==> src/rtl/arb_pkg.sv <==
// Shared definitions for the four-requester arbiter.
//   arb_state_t : arbiter FSM states
//   NUM_REQ     : number of requesters served
//   rotate4     : rotate a 4-bit vector right, result[k] = vec[(k+amt) mod 4]
package arb_pkg;

  localparam int NUM_REQ = 4;

  typedef enum logic [1:0] {
    ARB_IDLE    = 2'd0,
    ARB_GRANT   = 2'd1,
    ARB_RELEASE = 2'd2
  } arb_state_t;

  function automatic logic [3:0] rotate4(input logic [3:0] vec, input logic [1:0] amt);
    logic [3:0] res;
    logic [1:0] src;
    res = '0;
    for (int k = 0; k < NUM_REQ; k++) begin
      src    = 2'(k) + amt;
      res[k] = vec[src];
    end
    return res;
  endfunction

endpackage

==> src/rtl/arb_prio_enc4.sv <==
// Combinational 4-to-2 priority encoder, highest set index wins.
// Ports:
//   vec : input vector to encode
//   idx : index of the highest set bit (0 when vec is zero)
//   vld : high when any bit of vec is set
module arb_prio_enc4
  import arb_pkg::*;
(
  input  logic [3:0] vec,
  output logic [1:0] idx,
  output logic       vld
);

  always_comb begin
    idx = '0;
    vld = |vec;
    // Later iterations overwrite earlier ones, so the highest set bit wins.
    for (int i = 0; i < NUM_REQ; i++) begin
      if (vec[i]) idx = 2'(i);
    end
  end

endmodule

==> src/rtl/req_arbiter_4ch.sv <==
// Four-requester arbiter with registered one-hot grant and a tenure limit.
// A requester holds req[i] high for as long as it uses the shared resource.
// Owners are chosen round-robin (RR_EN=1, starting after the previous owner)
// or by fixed priority (RR_EN=0, req[3] highest). An owner is forced off after
// MAX_HOLD cycles only while some other requester is waiting; every change of
// owner passes through at least two all-zero grant cycles.
// Ports:
//   clk       : rising-edge clock
//   rst       : asynchronous active-high reset
//   req       : request vector, held high while requester uses resource
//   gnt       : registered one-hot grant, all-zero when no owner
//   gnt_id    : binary index of the owner, valid only when gnt_valid is high
//   gnt_valid : high whenever gnt is non-zero
//   busy      : high while the arbiter is granting or releasing
module req_arbiter_4ch
  import arb_pkg::*;
#(
  parameter int RR_EN    = 1,
  parameter int MAX_HOLD = 8
) (
  input  logic       clk,
  input  logic       rst,
  input  logic [3:0] req,
  output logic [3:0] gnt,
  output logic [1:0] gnt_id,
  output logic       gnt_valid,
  output logic       busy
);

  localparam int HCW = $clog2(MAX_HOLD + 1);
  localparam logic [HCW-1:0] HOLD_SAT   = HCW'(MAX_HOLD);
  localparam logic [HCW-1:0] HOLD_LIMIT = HCW'(MAX_HOLD - 1);

  arb_state_t     state, state_n;
  logic [3:0]     gnt_n;
  logic [1:0]     gnt_id_n;
  logic [1:0]     last, last_n;
  logic [HCW-1:0] hold_cnt, hold_n;

  // Arbitration: both encoders look at req every cycle, the FSM only uses
  // the result in IDLE.
  logic [1:0] fx_idx, rr_idx, win;
  logic       fx_vld, rr_vld, any_req;
  logic [3:0] rr_rot, rr_vec;
  logic       waiting;

  // rr_rot[k] is the requester k+1 places after the previous owner. The
  // encoder favours high indices, so the vector is bit-reversed to make
  // the nearest candidate the strongest.
  always_comb begin
    rr_rot = rotate4(req, last + 2'd1);
    rr_vec = '0;
    for (int k = 0; k < NUM_REQ; k++) begin
      rr_vec[NUM_REQ-1-k] = rr_rot[k];
    end
  end

  arb_prio_enc4 u_enc_fixed (
    .vec (req),
    .idx (fx_idx),
    .vld (fx_vld)
  );

  arb_prio_enc4 u_enc_rr (
    .vec (rr_vec),
    .idx (rr_idx),
    .vld (rr_vld)
  );

  // Encoder position e corresponds to rotation offset 3-e, i.e. ~e, which
  // is added back onto last+1 to recover the real requester index.
  always_comb begin
    if (RR_EN != 0) begin
      win     = last + 2'd1 + ~rr_idx;
      any_req = rr_vld;
    end else begin
      win     = fx_idx;
      any_req = fx_vld;
    end
  end

  assign waiting = |(req & ~gnt);

  always_ff @(posedge clk or posedge rst) begin
    if (rst) begin
      state    <= ARB_IDLE;
      gnt      <= '0;
      gnt_id   <= '0;
      last     <= 2'd3;
      hold_cnt <= '0;
    end else begin
      state    <= state_n;
      gnt      <= gnt_n;
      gnt_id   <= gnt_id_n;
      last     <= last_n;
      hold_cnt <= hold_n;
    end
  end

  always_comb begin
    state_n  = state;
    gnt_n    = gnt;
    gnt_id_n = gnt_id;
    last_n   = last;
    hold_n   = hold_cnt;
    unique case (state)
      ARB_IDLE: begin
        if (any_req) begin
          gnt_n      = '0;
          gnt_n[win] = 1'b1;
          gnt_id_n   = win;
          hold_n     = '0;
          state_n    = ARB_GRANT;
        end
      end
      ARB_GRANT: begin
        hold_n = (hold_cnt == HOLD_SAT) ? hold_cnt : hold_cnt + 1'b1;
        // The limit test is ">=" so that a requester arriving after the
        // counter has saturated (long sole ownership) still gets a turn.
        if (!req[gnt_id] || ((hold_cnt >= HOLD_LIMIT) && waiting)) begin
          gnt_n   = '0;
          last_n  = gnt_id;
          hold_n  = '0;
          state_n = ARB_RELEASE;
        end
      end
      ARB_RELEASE: begin
        hold_n  = '0;
        state_n = ARB_IDLE;
      end
      default: begin
        gnt_n   = '0;
        hold_n  = '0;
        state_n = ARB_IDLE;
      end
    endcase
  end

  assign gnt_valid = |gnt;
  assign busy      = (state == ARB_GRANT) || (state == ARB_RELEASE);

endmodule

==> config.mk <==
export PLATFORM = sky130hd
export DESIGN_NAME = req_arbiter_4ch
export DESIGN_NICKNAME = d
export VERILOG_FILES = /design/src/rtl/arb_pkg.sv /design/src/rtl/arb_prio_enc4.sv /design/src/rtl/req_arbiter_4ch.sv
export SDC_FILE = /design/constraint.sdc
export NUM_CORES = 1
export LEC_CHECK = 0
export CAP_MARGIN = 20
export CORE_MARGIN = 1.5
export CORE_UTILIZATION = 29
export CTS_BUF_LIST = sky130_fd_sc_hd__clkbuf_2
export DETAILED_ROUTE_END_ITERATION = 8
export HOLD_SLACK_MARGIN = 0.08
export MAX_ROUTING_LAYER = met4
export SYNTH_ARGS = -nofsm -noshare
export SYNTH_HDL_FRONTEND = slang
export SYNTH_HIERARCHICAL = 1
export SYNTH_SLANG_ARGS = --single-unit
export TNS_END_PERCENT = 100
==> constraint.sdc <==
create_clock -name clk -period 3.2 [get_ports clk]
set_clock_uncertainty 0.2 [all_clocks]
set_input_delay 0.64 -clock clk [delete_from_list [all_inputs] [get_ports clk]]
set_output_delay 0.64 -clock clk [all_outputs]
set_load 0.005 [all_outputs]
After elaboration in Yosys (flattened, before gate mapping) --
Cells that the tools add are included.
Cells by class: magnitude comparators 8, equality and inequality tests 6, mux-type cells 25, add/subtract/negate cells 6, reductions and logical operators 14, bitwise logic cells 4
Operators with widths (count):
- $mux W4 | 5
- $lt A2 B3 Y1 const B | 6
- $pmux W4 S3 | 1
- $reduce_or A4 Y1 | 3
- $bmux W1 S2 | 5
- $mux W2 | 4
- $pmux W4 S2 | 1
- $reduce_and A2 Y1 | 4
- $mux W1 | 7
- $add A2 B2 Y2 const A | 2
- $add A4 B1 Y4 const B | 1
- $and A4 B4 Y4 | 1
- $eq A4 B4 Y1 const B | 1
- $ge A4 B3 Y1 const B | 1
- $ne A2 B2 Y1 const B | 2
- $not A4 Y4 | 1
- $pmux W2 S2 | 1
- $ne A3 B3 Y1 const B | 1
- $reduce_and A3 Y1 | 1
- $add A1 B2 Y2 const A | 1
- $add A2 B1 Y2 const B | 1
- $add A2 B2 Y2 | 1
- $demux W1 S2 | 1
- $eq A2 B1 Y1 const B | 1
- 8 further kinds | 10
Word-level totals: register bits after elaboration 14, logic and storage cells 68, input port bits 6, output and inout bits 8

Longest topological paths before layout --
depth in word-level cells 15, depth in mapped cells 10, depth with buffers taken out 9

Modules after synthesis --
Netlist, hierarchy kept.
Modules (own cells, without submodules):
- req_arbiter_4ch | instances 1, area each 963.4 µm², cells each 85
- arb_prio_enc4 | instances 1, area each 23.8 µm², cells each 4

Least setup slack after synthesis --
Ideal clock, no wire load.
path type register to register, start reg last[0], end reg gnt[0], stages on the path, launching flop included 8, library setup time 125 ps, required time 2875 ps, data arrival time 2533 ps, path buffers 1, slack 343 ps, cells stage by stage dfstp_2 > clkbuf_1 > mux4_1 > or2_1 > or3_1 > nor2_1 > nor3b_4 > mux2_2
On the way: elaborated cells on any way between the ends 27
RTL lines:
- start, declared | RTL line req_arbiter_4ch.sv:37 | logic [1:0] last, last_n;
- start signal, assigned | RTL line req_arbiter_4ch.sv:95 | last <= last_n;
- $add A2 B1 Y2 (*) | RTL line req_arbiter_4ch.sv:51 | rr_rot = rotate4(req, last + 2'd1);
- $bmux W1 S2 (*) | RTL line arb_pkg.sv:21 | res[k] = vec[src];
- $mux W1 (not written as such) (*) | RTL line arb_pkg.sv:21
- via rr_rot[0] | RTL line req_arbiter_4ch.sv:44 | logic [3:0] rr_rot, rr_vec;
- $mux W2 (*) | RTL line arb_prio_enc4.sv:19 | if (vec[i]) idx = 2'(i);
- via rr_idx[1] | RTL line req_arbiter_4ch.sv:42 | logic [1:0] fx_idx, rr_idx, win;
- $not A2 Y2 (*) | RTL line req_arbiter_4ch.sv:74 | win = last + 2'd1 + ~rr_idx;
- $add A2 B2 Y2 (*) | RTL line req_arbiter_4ch.sv:74
- $lt A2 B3 Y1 (not written as such) or $ge A2 B1 Y1 (tied branches) | RTL line req_arbiter_4ch.sv:110 | gnt_n[win] = 1'b1;
- $logic_and A1 B1 Y1 (not written as such) | RTL line req_arbiter_4ch.sv:110
- $mux W1 (not written as such) | RTL line req_arbiter_4ch.sv:110
- $demux W1 S2 (*) | RTL line req_arbiter_4ch.sv:110
- $mux W4 (*) | RTL line req_arbiter_4ch.sv:108 | if (any_req) begin
- $pmux W4 S3 (*) | RTL line req_arbiter_4ch.sv:106 | unique case (state)
- end signal, assigned | RTL line req_arbiter_4ch.sv:93 | gnt <= gnt_n;
- end, declared | RTL line req_arbiter_4ch.sv:24 | output logic [3:0] gnt,
Mark *: on every way through the listed nets, which the timed path passes. The rest lies on a longest branch. The select of a mux whose other input is x is not followed. A chain may end at the register's enable or synchronous reset.

Final worst setup path --
start in req[2], end reg hold_cnt[0]
On the way: elaborated cells on any way between the ends 21
RTL lines:
- start, declared | RTL line req_arbiter_4ch.sv:23 | input logic [3:0] req,
- $bmux W1 S2 | RTL line arb_pkg.sv:21
- $mux W1 (not written as such) | RTL line arb_pkg.sv:21
- via rr_rot[0] | RTL line req_arbiter_4ch.sv:44
- $reduce_or A4 Y1 | RTL line arb_prio_enc4.sv:16 | vld = |vec;
- via any_req | RTL line req_arbiter_4ch.sv:43 | logic fx_vld, rr_vld, any_req;
- $ne A2 B2 Y1 (no source line)
- $reduce_and A2 Y1 (no source line)
- end signal, assigned | RTL line req_arbiter_4ch.sv:96 | hold_cnt <= hold_n;
- end, declared | RTL line req_arbiter_4ch.sv:38 | logic [HCW-1:0] hold_cnt, hold_n;
The timed path passes the listed nets, and every way through them passes these cells. The select of a mux whose other input is x is not followed.

==> metrics.txt <==
# TYPE chip_impl_metric gauge
chip_impl_metric{name="layout.nets",unit=""} 122
chip_impl_metric{name="groute.layer.met3.usage",unit="%"} 2.10
chip_impl_metric{name="portion_of_the_post_synthesis_area_used_by_sequential_elements",unit="%"} 35.7
chip_impl_info{name="cts_tree",value="done"} 1
chip_impl_metric{name="placeable_core_region",unit="mm2"} 0.00331
chip_impl_metric{name="num_clock_sinks",unit=""} 14
chip_impl_info{name="global_route.peak_usage_layer",value="met2"} 1
chip_impl_metric{name="first_iter_violations",unit=""} 38
chip_impl_metric{name="ff2ff_path_depth",unit=""} 7
chip_impl_metric{name="grt_overflow",unit=""} 0
chip_impl_metric{name="antenna_found_initial",unit=""} 0
chip_impl_metric{name="vdd.ir_drop.worst",unit="mV"} 0.355
chip_impl_metric{name="floorplan.rows",unit=""} 21
chip_impl_metric{name="distinct_cell_type_count_after_synthesis",unit=""} 30
chip_impl_metric{name="critical_path_peak_fanout",unit=""} 5
chip_impl_info{name="status",value="finished, final reports clean"} 1
chip_impl_info{name="holdCritPathClass",value="register to register"} 1
chip_impl_metric{name="num_io_pins",unit=""} 14
chip_impl_metric{name="crit_path_arrival_time",unit="ns"} 2.96
chip_impl_metric{name="leakagePower",unit="nW"} 0.546
chip_impl_metric{name="die-width",unit="um"} 61.3
chip_impl_info{name="ys_top_cells_by_count",value="sky130_fd_sc_hd__dfrtp_1 (12), sky130_fd_sc_hd__inv_1 (10), sky130_fd_sc_hd__mux2_2 (7), sky130_fd_sc_hd__ha_1 (6)"} 1
chip_impl_metric{name="post-route-drc-count",unit=""} 0
chip_impl_metric{name="worstHoldPathCells",unit=""} 1
chip_impl_info{name="startpoint_type",value="primary input"} 1
chip_impl_metric{name="yosys_warnings",unit=""} 6
chip_impl_metric{name="detailed_route_wire_length",unit="um"} 1880
chip_impl_metric{name="period_share",unit="%"} 93.0
chip_impl_metric{name="grt_pass1_vias",unit=""} 681
chip_impl_metric{name="ctsResizeCount",unit=""} 0
chip_impl_info{name="hold_start",value="gnt[3]$_DFFE_PP0P_"} 1
chip_impl_metric{name="cts-buffers-inserted",unit=""} 3
chip_impl_metric{name="groute.layer.met2.usage",unit="%"} 17.3
chip_impl_metric{name="dp_hpwl",unit="um"} 1530
chip_impl_metric{name="setup_viol",unit=""} 0
chip_impl_metric{name="firstDrtPassIters",unit=""} 5
chip_impl_info{name="post-synth-top-area-cell",value="sky130_fd_sc_hd__dfrtp_1"} 1
chip_impl_metric{name="worstPathRequired",unit="ns"} 3.18
chip_impl_info{name="worst_r2r_startpoint",value="last[0]$_DFFE_PP1P_"} 1
chip_impl_metric{name="post_drt_via_cell_ratio",unit=""} 4.70
chip_impl_info{name="synth_ff_type",value="sky130_fd_sc_hd__dfrtp_1"} 1
chip_impl_metric{name="ys_ff_latch",unit=""} 14
chip_impl_metric{name="post-route-cell-area",unit="mm2"} 0.00122
chip_impl_metric{name="synth_area",unit="um2"} 987
chip_impl_info{name="cp_slowest_cell",value="sky130_fd_sc_hd__mux4_1"} 1
chip_impl_metric{name="place_congestion",unit=""} 0.740
chip_impl_metric{name="detailroute.via_count",unit=""} 728
chip_impl_metric{name="grt_pass1_wl",unit="um"} 2880
chip_impl_metric{name="timing.critical_path.slowest_cell_delay",unit="ns"} 0.55
chip_impl_metric{name="relSlewSlack",unit="%"} 64.2
chip_impl_metric{name="yosysTopAreaCellShare",unit="%"} 30.4
chip_impl_info{name="setup.worst_path.start",value="req[2]"} 1
chip_impl_metric{name="initial_utilization",unit="%"} 29.8
chip_impl_metric{name="report.final.slew_viol_count",unit=""} 0
chip_impl_metric{name="fin_crit_period",unit="ns"} 2.98
chip_impl_metric{name="grt_start_max_net_pins",unit=""} 15
chip_impl_metric{name="synth_area_per_cell",unit="um2"} 11.1
chip_impl_metric{name="drive_gt1_share",unit="%"} 19.3
chip_impl_metric{name="die-area",unit="mm2"} 0.00376
chip_impl_info{name="critical_path.cell_chain",value="clkdlybuf4s50_1 -> mux4_1 -> or2_1 -> or3_1 -> nand2b_1 -> nand2_1 -> nor2_1 -> mux2_2"} 1
chip_impl_metric{name="dpl_cell_area",unit="mm2"} 0.00120
chip_impl_metric{name="synthesis.instances",unit=""} 89
chip_impl_metric{name="num_antenna_cells",unit=""} 0
chip_impl_metric{name="insertion_delay",unit="ns"} 0.27
chip_impl_metric{name="cts_max_path_buffers",unit=""} 2
chip_impl_metric{name="power.density_cell_area",unit="mW/mm2"} 846
chip_impl_info{name="criticalPathCategory",value="primary input to register"} 1
chip_impl_metric{name="area_delta_synth_final",unit="%"} 24.0
chip_impl_metric{name="h-tree-depth",unit=""} 1
chip_impl_metric{name="synth-async-reset-ratio",unit="%"} 100
chip_impl_metric{name="post-cts-setup-buffer-count",unit=""} 0
chip_impl_metric{name="post_cts_hold_buffer_count",unit=""} 0
chip_impl_metric{name="cap_violations",unit=""} 0
chip_impl_metric{name="drtAntennaViolNets",unit=""} 0
chip_impl_metric{name="globalRouteTotalUtil",unit="%"} 10.6
chip_impl_metric{name="clk_pin_slew_worst_paths",unit="ns"} 0.14
chip_impl_info{name="grt_setup_unrepaired",value="false"} 1
chip_impl_metric{name="numPortBuffers",unit=""} 13
chip_impl_info{name="synth_most_common_cell",value="sky130_fd_sc_hd__dfrtp_1"} 1
chip_impl_info{name="cts-root-buf",value="sky130_fd_sc_hd__clkbuf_2"} 1
chip_impl_info{name="most_area_consuming_cells_after_synthesis",value="sky130_fd_sc_hd__dfrtp_1 (30%), sky130_fd_sc_hd__mux4_1 (11%), sky130_fd_sc_hd__mux2_2 (8.0%), sky130_fd_sc_hd__ha_1 (7.6%), sky130_fd_sc_hd__dfstp_2 (5.3%)"} 1
chip_impl_metric{name="fp.dieH",unit="um"} 61.3
chip_impl_metric{name="synth-edff-count",unit=""} 0
chip_impl_metric{name="num-fill-cells",unit=""} 345
chip_impl_metric{name="power.total",unit="mW"} 1.04
chip_impl_metric{name="finalHoldViolations",unit=""} 0
chip_impl_metric{name="worstMarginPinSlew",unit="ns"} 0.537
chip_impl_metric{name="synth_nets",unit=""} 101
chip_impl_metric{name="max_freq",unit="GHz"} 0.336
chip_impl_info{name="timing.critical_path.to_type",value="register"} 1
chip_impl_metric{name="groute.layer.met1.usage",unit="%"} 13.4
chip_impl_metric{name="wire_length_per_cell",unit="um"} 12.1
-- critical path: cells and delay by family --
family / cells / cell delay [ns]
buf+inv: 1 / 0.47
mux: 2 / 0.82
simple gates: 5 / 1.04
-- sequential cells by signal (all words and copies together), names as in the netlist --
register,cells
gnt_id,2
state,2
last,2
gnt,4
hold_cnt,4
-- worst paths after layout --
kind	endpoint	slack (ns)
max in group asynchronous	gnt[1]$_DFFE_PP0P_	1.94
setup / recovery	hold_cnt[0]$_DFFE_PP0P_	0.22
setup reg to reg	hold_cnt[0]$_DFFE_PP0P_	0.38
hold reg to reg	gnt[3]$_DFFE_PP0P_	0.37
min in group asynchronous	hold_cnt[2]$_DFFE_PP0P_	0.49
hold / removal	gnt[3]$_DFFE_PP0P_	0.37
-- cell usage in the layout (no fill, tap or decap), types with 3 or more instances in the layout --
cell type	instances
sky130_fd_sc_hd__a21oi_1	5
sky130_fd_sc_hd__buf_4	5
sky130_fd_sc_hd__clkbuf_2	3
sky130_fd_sc_hd__clkdlybuf4s50_1	13
sky130_fd_sc_hd__dfrtp_1	12
sky130_fd_sc_hd__ha_1	6
sky130_fd_sc_hd__inv_1	10
sky130_fd_sc_hd__mux2_2	7
sky130_fd_sc_hd__mux4_1	4
sky130_fd_sc_hd__nand2_1	4
sky130_fd_sc_hd__nor2_1	5
sky130_fd_sc_hd__nor2b_1	4
sky130_fd_sc_hd__o21ai_0	4
sky130_fd_sc_hd__xnor2_1	3
-- per-layer routing --
metal  part of all wire, %  wire length, um
met5                     0                0
met4                   1.2               23
met3                   3.9               73
met2                    48              909
met1                    47              876
-- report_power, final --
part | leakage, nW | total, mW | internal, mW | switching [mW]
combinational | 0.354 | 0.640 | 0.360 | 0.280
clock | 0.0140 | 0.0832 | 0.0272 | 0.0561
sequential | 0.178 | 0.312 | 0.246 | 0.0659
total | 0.546 | 1.04 | 0.634 | 0.402
-- cell families (layout without fill, tap and decap cells) --
family,count (synthesis),after routing,synth area share (%)
adder cells (fa/ha/maj),6,6,7.60
AO/OA/AOI/OAI,15,15,11.9
flip-flops,14,14,35.7
multiplexers,13,13,22.1
AND/OR/NAND/NOR,26,26,15.5
buffers and inverters,12,32,4.56
XOR/XNOR,3,3,2.66
-- per-stage QoR --
step	hold slack [ns]	setup TNS [ns]	util, %	instances	worst slack, ns
6_report	0.368	0	37.0	155	0.223
3_5_place_dp	0.345	-0.164	36.4	151	-0.0561
5_1_grt	0.404	0	37.0	155	0.0936
3_3_place_gp	0.334	-0.0890	36.4	151	-0.0388
4_1_cts	0.375	0	37.0	155	0.255
2_1_floorplan	0.303	0	-	89	0.343
-- layout make-up --
cell class | instances | area [um2] | area share, %
Timing Repair Buffer | 18 | 168 | 13.7
Tap cell | 46 | 57.6 | 4.70
Clock buffer | 3 | 15.0 | 1.23
Multi-Input combinational cell | 63 | 589 | 48.2
Inverter | 10 | 37.5 | 3.07
Sequential cell | 14 | 353 | 28.8
Clock inverter | 1 | 3.75 | 0.307
Note: power is estimated with default switching activity, not from simulation.
